==> config.mk <==
export PLATFORM = sky130hd
export DESIGN_NAME = mux4_rr_arbiter
export DESIGN_NICKNAME = d
export VERILOG_FILES = /design/src/rtl/mux4_rr_arbiter_pkg.sv /design/src/rtl/mux4to1_8bit.sv /design/src/rtl/mux4_rr_arbiter.sv
export SDC_FILE = /design/constraint.sdc
export NUM_CORES = 1
export LEC_CHECK = 0
export CORE_MARGIN = 10
export CORE_UTILIZATION = 40
export CTS_BUF_LIST = sky130_fd_sc_hd__clkbuf_16
export DETAILED_ROUTE_END_ITERATION = 16
export GPL_ROUTABILITY_DRIVEN = 0
export HOLD_SLACK_MARGIN = 0.1
export PLACE_DENSITY = 0.9
export SLEW_MARGIN = 40
export SYNTH_ARGS = -nofsm -noshare
export SYNTH_HDL_FRONTEND = slang
export SYNTH_SLANG_ARGS = --single-unit
export TNS_END_PERCENT = 100
==> constraint.sdc <==
create_clock -name clk -period 2.65 [get_ports clk]
set_clock_uncertainty 0.2 [all_clocks]
set_input_delay 0.265 -clock clk [delete_from_list [all_inputs] [get_ports clk]]
set_output_delay 0.265 -clock clk [all_outputs]
set_load 0.03 [all_outputs]
==> src/rtl/mux4_rr_arbiter_pkg.sv <==
// Shared types and helpers for the 4-way round-robin mux arbiter.
package mux4_rr_arbiter_pkg;

  localparam int unsigned NUM_REQ = 4;
  localparam int unsigned DATA_W  = 8;

  typedef enum logic [0:0] {
    StIdle,
    StGrant
  } arb_state_e;

  // Convert a one-hot requester vector to its index; zero input yields 0.
  function automatic logic [1:0] onehot_to_idx(input logic [NUM_REQ-1:0] oh);
    logic [1:0] idx;
    idx = '0;
    for (int i = 0; i < NUM_REQ; i++) begin
      if (oh[i]) idx = idx | 2'(i);
    end
    return idx;
  endfunction

endpackage

==> src/rtl/mux4to1_8bit.sv <==
// Existing 8-bit 4-to-1 multiplexer; select index is {S1,S0}.
module mux4to1_8bit (
  input  logic [7:0] I0,
  input  logic [7:0] I1,
  input  logic [7:0] I2,
  input  logic [7:0] I3,
  input  logic       S1,
  input  logic       S0,
  output logic [7:0] Y
);

  // Pure combinational select.
  always_comb begin
    case ({S1, S0})
      2'b00:   Y = I0;
      2'b01:   Y = I1;
      2'b10:   Y = I2;
      default: Y = I3;
    endcase
  end

endmodule

==> src/rtl/mux4_rr_arbiter.sv <==
// Round-robin arbiter granting one of four producers a bounded burst on a
// shared 8-bit valid/ready channel; the data path is the existing 4:1 mux.
module mux4_rr_arbiter
  import mux4_rr_arbiter_pkg::*;
#(
  parameter int unsigned MAX_BURST = 4
) (
  input  logic               clk,
  input  logic               rst,
  input  logic [NUM_REQ-1:0] req,
  input  logic [DATA_W-1:0]  d0,
  input  logic [DATA_W-1:0]  d1,
  input  logic [DATA_W-1:0]  d2,
  input  logic [DATA_W-1:0]  d3,
  output logic [NUM_REQ-1:0] ack,
  output logic [NUM_REQ-1:0] gnt,
  output logic [1:0]         sel,
  output logic               out_valid,
  output logic [DATA_W-1:0]  out_data,
  input  logic               out_ready
);

  localparam int unsigned     CntW     = (MAX_BURST > 1) ? $clog2(MAX_BURST) : 1;
  localparam logic [CntW-1:0] LastBeat = CntW'(MAX_BURST - 1);

  arb_state_e         state_q, state_d;
  logic [1:0]         ptr_q, ptr_d;
  logic [1:0]         sel_q, sel_d;
  logic [NUM_REQ-1:0] gnt_q, gnt_d;
  logic [CntW-1:0]    cnt_q, cnt_d;

  logic [NUM_REQ-1:0] win_oh;
  logic [1:0]         scan_idx;
  logic               found;
  logic               xfer;
  logic [DATA_W-1:0]  mux_y;

  // Pick the first requester at or after ptr, wrapping 3 -> 0.
  always_comb begin
    win_oh   = '0;
    found    = 1'b0;
    scan_idx = ptr_q;
    for (int i = 0; i < NUM_REQ; i++) begin
      scan_idx = ptr_q + 2'(i);
      if (!found && req[scan_idx]) begin
        found  = 1'b1;
        win_oh = 4'b0001 << scan_idx;
      end
    end
  end

  // Channel outputs: valid follows the owner's request, data gated to zero when idle.
  always_comb begin
    out_valid = (state_q == StGrant) && req[sel_q];
    xfer      = out_valid && out_ready;
    ack       = gnt_q & {NUM_REQ{xfer}};
    out_data  = out_valid ? mux_y : '0;
    gnt       = gnt_q;
    sel       = sel_q;
  end

  // Next-state: grant from idle; release on last beat or owner withdrawal.
  always_comb begin
    state_d = state_q;
    ptr_d   = ptr_q;
    gnt_d   = gnt_q;
    sel_d   = sel_q;
    cnt_d   = cnt_q;
    case (state_q)
      StIdle: begin
        if (found) begin
          state_d = StGrant;
          gnt_d   = win_oh;
          sel_d   = onehot_to_idx(win_oh);
          cnt_d   = '0;
        end
      end
      StGrant: begin
        if (!out_valid || (out_ready && (cnt_q == LastBeat))) begin
          state_d = StIdle;
          gnt_d   = '0;
          ptr_d   = sel_q + 2'd1;
          cnt_d   = '0;
        end else if (out_ready) begin
          cnt_d = cnt_q + CntW'(1);
        end
      end
      default: state_d = StIdle;
    endcase
  end

  // State registers with synchronous reset; sel is held across idle until the next grant.
  always_ff @(posedge clk) begin
    if (rst) begin
      state_q <= StIdle;
      ptr_q   <= '0;
      sel_q   <= '0;
      gnt_q   <= '0;
      cnt_q   <= '0;
    end else begin
      state_q <= state_d;
      ptr_q   <= ptr_d;
      sel_q   <= sel_d;
      gnt_q   <= gnt_d;
      cnt_q   <= cnt_d;
    end
  end

  mux4to1_8bit u_mux (
    .I0 (d0),
    .I1 (d1),
    .I2 (d2),
    .I3 (d3),
    .S1 (sel_q[1]),
    .S0 (sel_q[0]),
    .Y  (mux_y)
  );

endmodule

==> flow_summary.yaml <==
run_status:
  outcome: "finished, final reports clean"
clock_tree:
  clk_pin_slew_worst_paths_ps: 40
  h-tree-depth: 1
  clock-sinks: 11
  postCtsSetupBuffers: 0
  cts_buffer_depth: 2
  clk_latency_ps: 240
  cts_hold_buf: 0
  tritoncts: "built"
  post_cts_resized: 11
  cts_buffers: 3
  clockRootBuffer: "clkbuf_16"
sta:
  worst_pin_slew_ps: 449
  max_freq_mhz: 395
  rsz0062_at_grt: "no"
  finalSetupViolCount: 0
  relSlewSlack_pct: 70.1
  tns_ps: 0
  maxSlewViolCount: 0
  setup_ws_ps: 118
  fin_crit_sh_pct: 95.6
  hold_violations: 0
  fin_crit_ps: 2530
floorplanning:
  io_pins: 58
  fp.dieH_um: 74.1
  dieArea_um2: 5500
  core_area_um2: 2780
  start_util_pct: 42.2
  rows: 19
  die_w_um: 74.1
placed_design:
  placed_cell_area_um2: 1830
  hpwl_um: 3370
  portBuffers: 57
  pre_cts_slack_ps: -31.6
logic_synthesis:
  synth_fp_nets: 202
  synthCells: 151
  syn_area_um2: 1170
  yosysTopAreaCell: "dfxtp_1"
  syn_area_per_cell_um2: 7.76
  synth_seq_cells: 11
  ys_top_cells_by_count: "nor2_1, a21oi_1, ha_1, dfxtp_1, inv_1"
  synth_top_area_share_pct: 18.8
  post-synth-top-count-cell: "nor2_1"
  synth_cell_types: 41
  synth_area_leaders: "dfxtp_1, ha_1, nor2_1"
  synth_edf_count: 0
  ys.flop_type: "dfxtp_1"
  synth_warnings: 0
  yosysSeqAreaShare_pct: 18.8
  ys_async_sr_fraction_pct: 0
detailed_routing:
  routed_wl_um: 4070
  route.detailed.drc: 0
  dr.first_iter.drc_count: 80
  antenna_left: 0
  wire_per_inst_um: 16.5
  vias: 1426
  via_per_inst: 5.77
  dr.pass1.iters: 6
worst_setup_path:
  crit_path_max_fanout: 6
  start_kind: "flip-flop"
  cp.required_ps: 2180
  crit_type: "reg -> out"
  end_kind: "output pin"
  reg2reg_setup_slack_ps: 260
  cp.arrival_ps: 2070
global_route:
  grt_pass1_wl_um: 6320
  grt_max_degree: 17
  grt_pass1_vias: 1368
  gr-total-overflow: 0
  antenna_found_initial: 0
  track_usage_pct: 14.1
finish:
  finalNetCount: 268
  n_antenna_cell: 0
  fin_util_pct: 68.3
  postLayoutCellArea_um2: 1900
  area_delta_synth_final_pct: 62.0
  final_layout_size_suffix_gt1_share_pct: 12.5
power:
  power_mw: 0.996
  ir_drop_mv: 0.499
  p_leak_nw: 0.844
  p_per_area_nw_per_um2: 524
hold_path:
  hp-class: "reg -> reg"
job:
  maxCapViolCount: 0
-- report_power, final --
part           switching, mW  internal [mW]
registers             0.0160          0.188
clock network         0.0712          0.198
logic                  0.285          0.238
total                  0.373          0.624
-- state kept, by name, indices dropped and copies added, names as in the netlist --
name	flops
cnt_q	2
gnt	4
ptr_q	2
sel	2
state_q	1
-- cells by family (layout without fill, tap and decap cells) --
group           after synthesis  in the layout  share of synthesized area, %
compound gates               46             46                          28.4
fa+ha+maj                    12             12                          12.8
simple gates                 54             54                          22.1
flops                        11             11                          18.8
buf+inv                      19             84                          6.83
mux                           9              9                          11.1
-- final timing paths --
path,from,endpoint,cells after the start
worst max-delay path,sel[0],out_valid,5
worst min-delay path,gnt[0],gnt[0],2
worst max register to register,ptr_q[1],sel[0],6
worst min register to register,gnt[0],gnt[0],2
-- layout by cell type, fill, tap and decap left out, types with 3 or more instances in the layout --
| master | synthesis | final |
|---|---|---|
| a31oi_1 | 3 | 3 |
| o21ai_1 | 3 | 3 |
| dfxtp_1 | 11 | 11 |
| a222oi_1 | 8 | 8 |
| inv_1 | 10 | 11 |
| a21oi_1 | 12 | 12 |
| buf_4 | 2 | 14 |
| mux2i_1 | 4 | 4 |
| nor2_1 | 24 | 24 |
| dlygate4sd2_1 | 0 | 11 |
| nand2_1 | 7 | 7 |
| nand3_1 | 5 | 5 |
| ha_1 | 12 | 12 |
| and3_1 | 4 | 4 |
| clkdlybuf4s50_1 | 0 | 45 |
| clkbuf_16 | 0 | 3 |
| o21ai_0 | 5 | 5 |
-- layer usage --
layer / share of wire (%) / global-route usage [%]
met1: 41 / 16.3
met2: 46 / 24.9
met3: 12 / 5.19
met4: 0.25 / 1.24
met5: 0 / 0
-- area by class of cell --
class | count | area (µm²)
clock inverters | 1 | 3.75
fillers | 234 | 882
well taps | 31 | 38.8
flip-flops and latches | 11 | 220
multi-input cells | 121 | 872
repair buffers | 70 | 652
clock buffers | 3 | 75.1
inverters | 10 | 37.5
-- through the flow --
| stage | std cells | hold WS [ps] |
|---|---|---|
| floorplan | 151 | 281 |
| detailed placement | 243 | 290 |
| global placement | 243 | 285 |
| global route | 247 | 322 |
| CTS | 247 | 296 |
| finish | 247 | 295 |
-- worst max-delay path: stages, from the launching register on --
cell and delay [ps]:
dfxtp_1 320, buf_4 150, mux4_2 550, nand2_1 110, inv_1 90, clkdlybuf4s50_1 600
Note: power is estimated with default switching activity, not from simulation.
